[src/rtl/transport_layer_udp_rx.sv]
// -----------------------------------------------------------------------------
// transport_layer_udp_rx
// UDP receive parser. It sits on the IP-payload word stream, captures the
// 8-byte UDP header, forwards the UDP data words to the application with byte
// enables, and ignores Ethernet padding. It verifies the UDP checksum (seeded
// with the folded pseudo-header sum) and reports the result with a
// done_o strobe at the end of each accepted datagram.
//
// Ports
//   clk, rst                 clock, synchronous active-high reset
//   dev_port_i               local UDP port that datagrams must target
//   rcv_op_st_i/rcv_op_i/rcv_op_end_i/rcv_data_i
//                            IP-payload word stream (first byte in [31:24])
//   rcv_data_len_i           IP payload length in bytes
//   prot_type_i              IP protocol field (17 = UDP)
//   pseudo_crc_sum_i         folded pseudo-header checksum sum
//   app_op_st/app_op/app_op_end/app_data/app_be
//                            UDP data word stream to the application
//   source_port_o, dest_port_o, udp_len_o, checksum_o
//                            captured header fields
//   done_o, crc_ok_o, len_err_o
//                            end-of-datagram strobe and its status
//   port_drop_o              pulse when a datagram targets another port
// -----------------------------------------------------------------------------
module transport_layer_udp_rx (
    input  logic        clk,
    input  logic        rst,
    input  logic [15:0] dev_port_i,
    input  logic        rcv_op_st_i,
    input  logic        rcv_op_i,
    input  logic        rcv_op_end_i,
    input  logic [31:0] rcv_data_i,
    input  logic [15:0] rcv_data_len_i,
    input  logic [7:0]  prot_type_i,
    input  logic [15:0] pseudo_crc_sum_i,
    output logic        app_op_st,
    output logic        app_op,
    output logic        app_op_end,
    output logic [31:0] app_data,
    output logic [3:0]  app_be,
    output logic [15:0] source_port_o,
    output logic [15:0] dest_port_o,
    output logic [15:0] udp_len_o,
    output logic [15:0] checksum_o,
    output logic        done_o,
    output logic        crc_ok_o,
    output logic        len_err_o,
    output logic        port_drop_o
);

    localparam logic [7:0]  UDP_PROTO = 8'd17;
    localparam logic [15:0] HDR_BYTES = 16'd8;

    typedef enum logic [2:0] {
        S_IDLE     = 3'd0,
        S_HDR      = 3'd1,
        S_DATA     = 3'd2,
        S_DROP     = 3'd3,
        S_WAIT_END = 3'd4
    } state_t;

    state_t      r_state, w_state_nxt;
    logic [31:0] r_acc, w_acc_nxt;
    logic [15:0] r_rem, w_rem_nxt;
    logic        r_first, w_first_nxt;
    logic        r_len_bad, w_len_bad_nxt;

    logic        w_app_op_st_nxt, w_app_op_nxt, w_app_op_end_nxt;
    logic [31:0] w_app_data_nxt;
    logic [3:0]  w_app_be_nxt;
    logic [15:0] w_src_nxt, w_dst_nxt, w_udp_len_nxt, w_cksum_nxt;
    logic        w_done_nxt, w_crc_ok_nxt, w_len_err_nxt, w_port_drop_nxt;

    // Zero the bytes of a word that lie beyond the UDP length.
    function automatic logic [31:0] mask_tail(input logic [31:0] data, input logic [15:0] rem);
        logic [31:0] m;
        case (rem)
            16'd0:   m = 32'h0000_0000;
            16'd1:   m = 32'hFF00_0000;
            16'd2:   m = 32'hFFFF_0000;
            16'd3:   m = 32'hFFFF_FF00;
            default: m = 32'hFFFF_FFFF;
        endcase
        return data & m;
    endfunction

    // Byte enables for the final data word given the bytes still owed.
    function automatic logic [3:0] last_be(input logic [15:0] rem);
        logic [3:0] be;
        case (rem)
            16'd1:   be = 4'b1000;
            16'd2:   be = 4'b1100;
            16'd3:   be = 4'b1110;
            default: be = 4'b1111;
        endcase
        return be;
    endfunction

    function automatic logic [31:0] add_halves(input logic [31:0] acc, input logic [31:0] data);
        return acc + {16'h0000, data[31:16]} + {16'h0000, data[15:0]};
    endfunction

    // Two end-around-carry folds are enough to bring any 32-bit sum to 16 bits.
    function automatic logic crc_good(input logic [15:0] cksum, input logic [31:0] acc);
        logic [31:0] t1;
        logic [31:0] t2;
        t1 = {16'h0000, acc[31:16]} + {16'h0000, acc[15:0]};
        t2 = {16'h0000, t1[31:16]} + {16'h0000, t1[15:0]};
        return (cksum == 16'h0000) || (t2[15:0] == 16'hFFFF);
    endfunction

    // State register.
    always_ff @(posedge clk) begin
        if (rst) begin
            r_state <= S_IDLE;
        end else begin
            r_state <= w_state_nxt;
        end
    end

    // Next-state, datapath and output decode.
    always_comb begin
        w_state_nxt      = r_state;
        w_acc_nxt        = r_acc;
        w_rem_nxt        = r_rem;
        w_first_nxt      = r_first;
        w_len_bad_nxt    = r_len_bad;
        w_app_op_st_nxt  = 1'b0;
        w_app_op_nxt     = 1'b0;
        w_app_op_end_nxt = 1'b0;
        w_app_data_nxt   = app_data;
        w_app_be_nxt     = app_be;
        w_src_nxt        = source_port_o;
        w_dst_nxt        = dest_port_o;
        w_udp_len_nxt    = udp_len_o;
        w_cksum_nxt      = checksum_o;
        w_done_nxt       = 1'b0;
        w_crc_ok_nxt     = crc_ok_o;
        w_len_err_nxt    = len_err_o;
        w_port_drop_nxt  = 1'b0;

        if (rcv_op_i && rcv_op_st_i) begin
            // A start word while a datagram is open aborts it; a dropped one ends silently.
            if ((r_state == S_HDR) || (r_state == S_DATA) || (r_state == S_WAIT_END)) begin
                w_done_nxt       = 1'b1;
                w_crc_ok_nxt     = 1'b0;
                w_len_err_nxt    = 1'b1;
                w_app_op_end_nxt = (r_state == S_DATA) && !r_first;
            end else begin
                w_done_nxt       = 1'b0;
            end
            if (prot_type_i == UDP_PROTO) begin
                w_src_nxt     = rcv_data_i[31:16];
                w_dst_nxt     = rcv_data_i[15:0];
                w_acc_nxt     = add_halves({16'h0000, pseudo_crc_sum_i}, rcv_data_i);
                w_rem_nxt     = 16'd0;
                w_first_nxt   = 1'b1;
                w_len_bad_nxt = 1'b0;
                if (rcv_op_end_i) begin
                    // Datagram shorter than its own header.
                    w_done_nxt    = 1'b1;
                    w_crc_ok_nxt  = 1'b0;
                    w_len_err_nxt = 1'b1;
                    w_state_nxt   = S_IDLE;
                end else begin
                    w_state_nxt   = S_HDR;
                end
            end else begin
                w_state_nxt = rcv_op_end_i ? S_IDLE : S_DROP;
            end
        end else if (rcv_op_i) begin
            case (r_state)
                S_HDR: begin
                    w_udp_len_nxt = rcv_data_i[31:16];
                    w_cksum_nxt   = rcv_data_i[15:0];
                    w_acc_nxt     = add_halves(r_acc, rcv_data_i);
                    if (dest_port_o != dev_port_i) begin
                        w_port_drop_nxt = 1'b1;
                        w_state_nxt     = rcv_op_end_i ? S_IDLE : S_DROP;
                    end else begin
                        if ((rcv_data_i[31:16] < HDR_BYTES) || (rcv_data_i[31:16] > rcv_data_len_i)) begin
                            w_len_bad_nxt = 1'b1;
                            w_rem_nxt     = 16'd0;
                            w_state_nxt   = S_WAIT_END;
                        end else begin
                            w_len_bad_nxt = 1'b0;
                            w_rem_nxt     = rcv_data_i[31:16] - HDR_BYTES;
                            w_state_nxt   = (rcv_data_i[31:16] == HDR_BYTES) ? S_WAIT_END : S_DATA;
                        end
                        if (rcv_op_end_i) begin
                            w_done_nxt    = 1'b1;
                            w_len_err_nxt = w_len_bad_nxt || (w_rem_nxt != 16'd0);
                            w_crc_ok_nxt  = crc_good(w_cksum_nxt, w_acc_nxt);
                            w_state_nxt   = S_IDLE;
                        end else begin
                            w_done_nxt    = 1'b0;
                        end
                    end
                end
                S_DATA: begin
                    w_acc_nxt       = add_halves(r_acc, mask_tail(rcv_data_i, r_rem));
                    w_app_op_nxt    = 1'b1;
                    w_app_op_st_nxt = r_first;
                    w_app_data_nxt  = rcv_data_i;
                    w_first_nxt     = 1'b0;
                    if (r_rem <= 16'd4) begin
                        w_app_op_end_nxt = 1'b1;
                        w_app_be_nxt     = last_be(r_rem);
                        w_rem_nxt        = 16'd0;
                        w_state_nxt      = S_WAIT_END;
                    end else begin
                        // An early end still closes the burst on this word.
                        w_app_op_end_nxt = rcv_op_end_i;
                        w_app_be_nxt     = 4'b1111;
                        w_rem_nxt        = r_rem - 16'd4;
                        w_state_nxt      = S_DATA;
                    end
                    if (rcv_op_end_i) begin
                        w_done_nxt    = 1'b1;
                        w_len_err_nxt = r_len_bad || (w_rem_nxt != 16'd0);
                        w_crc_ok_nxt  = crc_good(w_cksum_nxt, w_acc_nxt);
                        w_state_nxt   = S_IDLE;
                    end else begin
                        w_done_nxt    = 1'b0;
                    end
                end
                S_WAIT_END: begin
                    // Padding words are neither output nor summed.
                    if (rcv_op_end_i) begin
                        w_done_nxt    = 1'b1;
                        w_len_err_nxt = r_len_bad;
                        w_crc_ok_nxt  = crc_good(checksum_o, r_acc);
                        w_state_nxt   = S_IDLE;
                    end else begin
                        w_state_nxt   = S_WAIT_END;
                    end
                end
                S_DROP: begin
                    w_state_nxt = rcv_op_end_i ? S_IDLE : S_DROP;
                end
                S_IDLE: begin
                    w_state_nxt = S_IDLE;
                end
                default: begin
                    w_state_nxt = S_IDLE;
                end
            endcase
        end else begin
            w_state_nxt = r_state;
        end
    end

    // Datapath and registered outputs.
    always_ff @(posedge clk) begin
        if (rst) begin
            r_acc         <= 32'h0000_0000;
            r_rem         <= 16'd0;
            r_first       <= 1'b0;
            r_len_bad     <= 1'b0;
            app_op_st     <= 1'b0;
            app_op        <= 1'b0;
            app_op_end    <= 1'b0;
            app_data      <= 32'h0000_0000;
            app_be        <= 4'b0000;
            source_port_o <= 16'h0000;
            dest_port_o   <= 16'h0000;
            udp_len_o     <= 16'h0000;
            checksum_o    <= 16'h0000;
            done_o        <= 1'b0;
            crc_ok_o      <= 1'b0;
            len_err_o     <= 1'b0;
            port_drop_o   <= 1'b0;
        end else begin
            r_acc         <= w_acc_nxt;
            r_rem         <= w_rem_nxt;
            r_first       <= w_first_nxt;
            r_len_bad     <= w_len_bad_nxt;
            app_op_st     <= w_app_op_st_nxt;
            app_op        <= w_app_op_nxt;
            app_op_end    <= w_app_op_end_nxt;
            app_data      <= w_app_data_nxt;
            app_be        <= w_app_be_nxt;
            source_port_o <= w_src_nxt;
            dest_port_o   <= w_dst_nxt;
            udp_len_o     <= w_udp_len_nxt;
            checksum_o    <= w_cksum_nxt;
            done_o        <= w_done_nxt;
            crc_ok_o      <= w_crc_ok_nxt;
            len_err_o     <= w_len_err_nxt;
            port_drop_o   <= w_port_drop_nxt;
        end
    end

endmodule

[config.mk]
export PLATFORM = sky130hd
export DESIGN_NAME = transport_layer_udp_rx
export DESIGN_NICKNAME = d
export VERILOG_FILES = /design/src/rtl/transport_layer_udp_rx.sv
export SDC_FILE = /design/constraint.sdc
export NUM_CORES = 1
export LEC_CHECK = 0
export CAP_MARGIN = 0
export CORE_MARGIN = 1.5
export CORE_UTILIZATION = 37
export DETAILED_ROUTE_END_ITERATION = 7
export GPL_TIMING_DRIVEN = 0
export PLACE_DENSITY = 0.57
export SLEW_MARGIN = 40
export SYNTH_ARGS = -nofsm -noshare
export SYNTH_HDL_FRONTEND = slang
export SYNTH_SLANG_ARGS = --single-unit
[constraint.sdc]
create_clock -name clk -period 10.06 [get_ports clk]
set_input_delay 2.012 -clock clk [delete_from_list [all_inputs] [get_ports clk]]
set_output_delay 2.012 -clock clk [all_outputs]
set_load 0.02 [all_outputs]
# After elaboration in Yosys (flattened, before gate mapping)

Index checks and enable logic that the tools add are counted.

Flip-flop bits (word level): 160
Word-level logic and storage cells: 178

Add/sub/neg operators: 14
Magnitude comparators: 3
Eq/ne operators: 19
Mux-type cells: 86
Bitwise operators: 5
Reduce and logical (&&, ||, !) cells: 33

Operators by type and width:

| kind                    | number |
|---|---|
| $mux W16                | 13 |
| $mux W32                | 6 |
| $add A32 B16 Y32        | 4 |
| $pmux W32 S4            | 1 |
| $add A16 B16 Y17        | 4 |
| $pmux W32 S2            | 1 |
| $add A1 B16 Y16         | 3 |
| $eq A16 B16 Y1 const B  | 3 |
| $logic_not A16 Y1       | 3 |
| $mux W1                 | 47 |
| $and A32 B32 Y32        | 1 |
| $eq A16 B2 Y1 const B   | 2 |
| $pmux W16 S2            | 1 |
| $reduce_bool A16 Y1     | 2 |
| $mux W3                 | 10 |
| $add A17 B16 Y18        | 1 |
| $eq A16 B1 Y1 const B   | 1 |
| $eq A16 B4 Y1 const B   | 1 |
| $gt A16 B16 Y1          | 1 |
| $le A16 B3 Y1 const B   | 1 |
| $lt A16 B4 Y1 const B   | 1 |
| $ne A16 B16 Y1          | 1 |
| $sub A16 B3 Y16 const B | 1 |
| $sub A16 B4 Y16 const B | 1 |
| other kinds (27)        | 50 |

# Depth between registers and ports, before layout

Gate-level depths: netlist of run 1.

Word-level depth: 16
Depth in mapped cells: 40

# Worst setup path before layout of run 1

Ideal clock, no wire load.

Path kind: input-to-reg
Start point: input rcv_data_i[1]
End point: register crc_ok_o
Data arrival time: 7.982 ns
Path slack: 1.992 ns
Stages: 32
Buffers on the path: 0
Cells stage by stage: fa_1 -> ha_1 -> fa_1 -> a21o_1 -> a21oi_1 -> o21a_1 -> o21ai_0 -> and3_1 -> o21a_1 -> or2_2 -> and2_1 -> fa_1 -> a211oi_1 -> o21ai_0 -> a21oi_1 -> a21oi_1 -> a21o_1 -> a21oi_1 -> nor2b_1 -> o21ai_0 -> nand2b_1 -> ha_1 -> ha_1 -> a21o_1 -> nand2_1 -> mux2i_1 -> mux2i_1 -> nand4_1 -> nor4_1 -> nand4_1 -> o31a_1 -> a211oi_1

Word-level cells in the longest chain between the ends: 10

RTL lines:

| what                                                        | RTL line | text |
|---|---|---|
| start, declared                                             | 32       | `input logic [31:0] rcv_data_i,` |
| $and A32 B32 Y32 / $add A32 B16 Y32 (equally long branches) | 84, 100  |  |
| $add A32 B16 Y32 / $add A16 B16 Y17 (equally long branches) | 100, 107 |  |
| $add A16 B16 Y17 / $add A1 B16 Y16 (equally long branches)  | 107, 108 |  |
| $add A1 B16 Y16 / $eq A16 B16 Y1 (equally long branches)    | 108, 109 |  |
| $eq A16 B16 Y1 / $logic_or A1 B1 Y1 (equally long branches) | 109      | `return (cksum == 16'h0000) \|\| (t2[15:0] == 16'hFFFF);` |
| $logic_or A1 B1 Y1 / $mux W1 (equally long branches)        | 109, 190 |  |
| $mux W1, on equally long branches                           | 218, 177 |  |
| $pmux W1 S3 (*)                                             | 172      | `case (r_state)` |
| $mux W1 (*)                                                 | 171      | `end else if (rcv_op_i) begin` |
| $mux W1 (*)                                                 | 142      | `if (rcv_op_i && rcv_op_st_i) begin` |
| end signal, assigned                                        | 288      | `crc_ok_o <= w_crc_ok_nxt;` |
| end, declared                                               | 46       | `output logic crc_ok_o,` |

Mark *: on every way between the ends. The rest lies on a longest branch, timed or not. The select of a mux whose other input is x is not followed.
A chain may end at the register's enable or synchronous reset.

# Worst setup path in the final report of run 1

Start point: input rcv_data_i[26]
End point: register crc_ok_o

Word-level cells in the longest chain between the ends: 11

RTL lines:

| what                                                        | RTL line | text |
|---|---|---|
| $and A32 B32 Y32 / $add A32 B16 Y32 (equally long branches) | 84, 100  |  |
| $add A32 B16 Y32                                            | 100      | `return acc + {16'h0000, data[31:16]} + {16'h0000, data[15:0]};` |
| $add A32 B16 Y32 / $add A16 B16 Y17 (equally long branches) | 100, 107 |  |
| $add A16 B16 Y17 / $add A1 B16 Y16 (equally long branches)  | 107, 108 |  |
| $add A1 B16 Y16 / $eq A16 B16 Y1 (equally long branches)    | 108, 109 |  |
| $eq A16 B16 Y1 / $logic_or A1 B1 Y1 (equally long branches) | 109      |  |
| $logic_or A1 B1 Y1 / $mux W1 (equally long branches)        | 109, 190 |  |
| $mux W1, on equally long branches                           | 218, 177 |  |
| $pmux W1 S3 (*)                                             | 172      |  |
| $mux W1 (*)                                                 | 171      |  |
| $mux W1 (*)                                                 | 142      |  |

Marks and branches as above.

==> summary.txt, run 1 <==
Cells and area
  • Nets: between 2000 and 2500
  • Share of post-route cells with drive strength above 1: approximately 3.8%
  • P&R area growth vs syn: 23.0%
  • Non-filler cells, final: 2621
  • Commonest non-fill, non-tap cell in the layout: nand2_1
  • Commonest non-fill, non-tap cells in the layout: 300 x nand2_1, 191 x clkdlybuf4s50_1, 188 x a21oi_1, 160 x dfxtp_1, 128 x nor2_1

STA
  • Slew Limit Fails: 0
  • Fmax: 105 MHz
  • Endpoints failing setup: 0
  • Final count of hold timing violations: 0
  • Period minus WS final: 9.54 ns
  • Fin Clk Skew: roughly 0.021 ns
  • Least-Margin Pin Slew: 0.909 ns
  • Crit share post-route: 94.9%
  • WHS: approximately 0.46 ns
  • Setup TNS: 0 ns
  • Slew HR: about two fifths
  • RSZ-0062 raised after global routing: false

Setup path
  • Worst setup path category: input port to register
  • Worst EP required: 10.43 ns
  • Crit end category: register
  • R2r setup slk: 0.57 ns
  • Arr. time, crit path: 9.91 ns
  • CP most frequent cell: ha_1
  • CP max FO: 10
  • Max incr delay on CP: 0.61 ns
  • Startpoint types: input port
  • Slowest-stage cell, CP: clkdlybuf4s50_1

Power and ir drop
  • Worst vdd ir: between 0.0001 and 0.00015 V
  • Pwr/cell area: 118 mW/mm2
  • Leakage power: slightly above 7 nW

Routing
  • DRT Wirelength: between 50 and 60 mm
  • TritonRoute pass-1 iters: 5
  • Vias post-DR: around 15000
  • Drt drc: 0
  • Routed WL per cell: 22.1 um
  • Vias per cell: 5.69
  • Iter 0 DRT Violations: about 1100
  • DRT antenna net count: 0

Floorplanning
  • Die height: approximately 200 um
  • Core Area: 0.0386 mm2
  • Die Wd: 201 um
  • Area of the die: just over 0.04 mm2
  • Row Count: 72
  • Io pins: 200
  • Initial Util: 37.4%

Global route
  • Global Route Usage Sum: between 20% and 30%
  • Largest net degree at the start of global routing: 21
  • Global route total overflow: 0
  • Initial antenna violation count: 3
  • Global-route wire length before repair: 86.3 mm
  • Number of global-route vias before repair: 14000

Place
  • Final HPWL DP: 46.3 mm
  • Inst Count DP: 2588
  • PortBufs: 198
  • Routability cong.: 0.971

Logic synthesis
  • EDFF count, synth: 0
  • Post-synth ARST share: 0%
  • Mapped cell area: 0.0144 mm2
  • Register area share after synthesis: 22.2%
  • Yosys warns: 0
  • Main synth FF type: dfxtp_1
  • Syn Nets: 2140
  • Yosys reg bits: 160
  • Syn avg cell area: 7.71 um2
  • Compound-Gate Fraction of Synth Area: 22.6%
  • Fraction of the mapped netlist area in simple logic gates: 23.7%
  • Mux cell area share after synthesis: 1.01%
  • Count of different cell masters after synthesis: just over 80
  • Post-synthesis cell count: 1872
  • Synth Area in Adders: 18.0%
  • Largest family of logic cells by synthesized area: simple AND/OR/NAND/NOR gates
  • Synth Area in XOR/XNOR: 8.49%

Clock tree
  • Hold Buf Count CTS: 0
  • Clock Sinks: 160
  • CTS H-tree depth: 4
  • Clock slew at reported path FFs: 0.08 ns
  • Root Buffer: clkbuf_16
  • PostCTS Resize Cnt: 1
  • Post-CTS Setup Bufs: 0
  • Longest Clk Path Bufs: 2
  • TritonCTS Buffers: 17
  • CTS tree: built
  • Skew-Pair Late Insertion Delay: approximately 0.47 ns

Status
  • Status: finished clean

Job
  • Max-cap violations: 0

Min path
  • HP Class: register to register
==> registers in the layout, indices dropped and copies added, names as in the netlist, 4 cells and up <==
| signal | count |
|---|---|
| app_data | 32 |
| r_acc | 32 |
| checksum_o | 16 |
| dest_port_o | 16 |
| r_rem | 16 |
| source_port_o | 16 |
| udp_len_o | 16 |
| app_be | 4 |
==> layer usage <==
layer	vias up	GRT usage, %	share of wire (%)
met5	-	0	0
met4	0	9.24	3.1
met3	96	3.52	5.7
met2	476	45.9	46
met1	7216	38.4	45
li1	7115	-	-
==> kinds of logic (layout without fill, tap and decap cells) <==
family          Yosys count  count (layout)
compound gates          508             508
xor+xnor                140             140
fa+ha+maj               175             175
buf+inv                 154             384
flops                   160             160
mux                      14              14
other cells               0               1
simple gates            721             721
==> metrics by stage <==
step                      power, mW  utilization (%)  instance area (um2)  worst slack [ns]
final                          2.09             46.1                17800             0.517
after floorplan                1.14                -                14400              1.99
after global placement         1.39             44.3                17100            -0.570
after CTS                      2.09             46.0                17700            0.0931
after global routing           2.18             46.0                17800            0.0154
after detailed placement       1.40             44.3                17100            -0.555
==> power by group <==
group / switching [mW] / total, mW / internal, mW
logic: 0.464 / 0.747 / 0.283
registers: 0.00847 / 0.648 / 0.639
clock network: 0.350 / 0.693 / 0.342
total: 0.823 / 2.09 / 1.26
==> cell usage after synthesis (all sizes together) (29+ instances only) <==
cell type  number  area, um2
nand2         300       1130
a21oi         190        955
dfxtp         160       3200
nor2          132        515
ha            121       1510
o21ai          88        455
clkbuf         72        270
xor2           71        622
xnor2          69        604
inv            68        255
nor3           64        347
fa             54       1080
a21o           43        323
nand3          38        190
and2           29        184
==> cell type report <==
type / count / area [um2]
multi-input combinational: 1558 / 10700
fill: 3990 / 20800
tap: 518 / 648
buffer: 86 / 334
inverter: 68 / 255
timing repair buffer: 198 / 1990
sequential: 160 / 3200
clock buffer: 17 / 425
antenna: 1 / 2.50
clock inverter: 15 / 213
==> worst max-delay path: cells and delay by family <==
family	cells	cell delay [ns]
compound gates	12	2.54
simple gates	10	2.31
xor+xnor	2	0.28
fa+ha+maj	5	1.52
buf+inv	2	1.22
==> path summary, 6_finish.rpt <==
| path | cells after the start | to | from |
|---|---|---|---|
| worst min-delay path | 2 | app_data[27] | app_data[27] |
| worst min register to register | 2 | app_data[27] | app_data[27] |
| worst max register to register | 37 | crc_ok_o | r_rem[9] |
| worst max-delay path | 31 | crc_ok_o | rcv_data_i[26] |
(Power assumes the default switching activity.)
==> inputs of run 2 (changes only) <==
ABC_CLOCK_PERIOD_IN_PS = 8500   (was unset)
CORE_MARGIN = 2   (was 1.5)
PLACE_DENSITY = 0.59   (was 0.57)
clock period = 8.5 ns   (was 10.06 ns; I/O delays follow)
==> run 2 against run 1 <==
Compared with the run above:
- final cell count is 0.46% higher
- wire length is 0.61% lower
- via count is 0.83% higher
- sequential power is 18% higher
- worst hold slack better by 0.0023 ns
- non-clock buffer count is 12 higher
- clock power is 21% higher
- largest cell class unchanged
==> summary.txt, run 2 (same netlist as run 1, synthesis figures left out) <==
Cells and area
  • P&R area growth vs syn: 24.9%
  • Nets: 2369
  • Commonest non-fill, non-tap cells in the layout: 298 x nand2_1, 183 x a21oi_1, 171 x clkdlybuf4s50_1, 160 x dfxtp_1, 127 x nor2_1
  • Util after Layout: 46.8%
  • Biggest regs: app_data x32, r_acc x32
  • Final Instance Area: 0.0180 mm2
  • Share of post-route cells with drive strength above 1: 6.72%
  • Commonest non-fill, non-tap cell in the layout: nand2_1

Routing
  • TritonRoute pass-1 iters: 6
  • DRT Wirelength: 57.5 mm
  • DRT antenna net count: 0
  • Vias post-DR: between 15000 and 20000
  • Routed WL per cell: about 22 um
  • Drt drc: 0
  • Vias per cell: ~5.7
  • Iter 0 DRT Violations: roughly 1400

STA
  • Period minus WS final: 8.27 ns
  • Fmax: approximately 120 MHz
  • Slew Limit Fails: 0
  • Final count of hold timing violations: 0
  • Final worst slack: approximately 0.23 ns
  • Slew HR: a little under two fifths
  • Least-Margin Pin Slew: 0.933 ns
  • Fin Clk Skew: between 0.015 and 0.02 ns
  • Crit share post-route: 97.3%
  • Endpoints failing setup: 0

Place
  • Routability cong.: about 0.96
  • Final HPWL DP: between 40 and 50 mm
  • PortBufs: approximately 200
  • Placed cell areas: 0.0171 mm2
  • Setup WS pre-CTS: -1.46 ns

Floorplanning
  • Core Area: 0.0386 mm2
  • Row Count: 72
  • Die height: 202 um
  • Initial Util: 37.4%
  • Die Wd: 202 um
  • Io pins: 200
  • Area of the die: 0.0406 mm2

Setup path
  • Startpoint types: input port
  • Worst EP required: 8.86 ns
  • Slowest-stage cell, CP: dlygate4sd2_1
  • R2r worst-path depth: 37
  • Worst setup path category: input port to register
  • Worst r2r dst: crc_ok_o
  • Crit end category: register
  • R2r setup slk: 0.34 ns
  • Arr. time, crit path: about 8.6 ns
  • CP max FO: 7
  • Max incr delay on CP: 0.52 ns
  • CP most frequent cell: ha_1
  • Origin of the critical flop-to-flop path: r_rem[5]

Min path
  • HP Class: register to register
  • Worst Hold End: app_data[13]
  • Hold Path Origin: app_data[13]
  • Hold Crit Depth: 2

Status
  • Status: finished clean

Power and ir drop
  • Leakage power: 7.38 nW
  • Worst vdd ir: between 0.00015 and 0.0002 V
  • Pwr/cell area: 139 mW/mm2
  • Tot Pwr: between 2 and 3 mW

Clock tree
  • Clock slew at reported path FFs: 0.08 ns
  • Skew-Pair Late Insertion Delay: 0.46 ns
  • Root Buffer: clkbuf_16
  • CTS H-tree depth: 4
  • Clock Sinks: 160
  • CTS tree: built
  • Longest Clk Path Bufs: 2
  • TritonCTS Buffers: 17

Global route
  • Global route total overflow: 0
  • Global Route Usage Sum: 27.4%
  • Largest net degree at the start of global routing: 22
  • Initial antenna violation count: 2
  • Global-route wire length before repair: 85.2 mm
  • Number of global-route vias before repair: 14300

Job
  • Max-cap violations: 0
[run 2: metrics by stage]
step,hold WS (ns),TNS (ns),std cells
2_1_floorplan,0.466,0,1872
3_5_place_dp,0.447,-1.46,2588
3_3_place_gp,0.443,-1.37,2588
4_1_cts,0.457,0,2624
6_report,0.459,0,2633
5_1_grt,0.481,-0.0123,2633
[run 2: area by class of cell]
class	instances	area [um2]
clock inverter	15	216
tap	518	648
timing repair buffer	211	2040
multi-input combinational	1558	10900
antenna	1	2.50
fill	3949	20500
buffer	85	339
inverter	68	255
sequential	160	3200
clock buffer	17	425
[run 2: routing by layer]
| layer | GRT usage (%) | wire length, um |
|---|---|---|
| met4 | 8.06 | 1600 |
| met5 | 0 | 0 |
| met2 | 46.1 | 27100 |
| met1 | 37.1 | 25300 |
| met3 | 2.98 | 3480 |
[run 2: how the worst max path moves through the flow]
stage / startpoint / end / slack [ns]
after floorplan: rcv_data_i[1] / crc_ok_o / 0.74
after global placement: rcv_data_i[17] / crc_ok_o / -1.37
after detailed placement: rcv_data_i[17] / crc_ok_o / -1.46
after CTS: rcv_data_i[6] / crc_ok_o / 0.007
after global routing: r_rem[5] / crc_ok_o / -0.01
final: rcv_data_i[12] / crc_ok_o / 0.23
[run 2: critical path: cells and delay by family]
kind                       cells  cell delay, ns
adders and majority gates      5            1.82
buffers and inverters          1            0.52
AOI/OAI and AO/OA             12            2.51
and+or+nand+nor               10            1.82
muxes                          2            0.26
[run 2: what timing repair did]
action                     in CTS  in global routing
setup buffers                   4                  9
hold buffers                    0                  0
setup endpoints to repair       1                  1
pin swaps                       2                  9
gates resized for setup        71                 63
[run 2: power breakdown]
part / internal (mW) / switching (mW) / leakage [nW]
sequential: 0.756 / 0.00998 / 1.29
clock: 0.412 / 0.425 / 0.307
combinational: 0.347 / 0.553 / 5.78
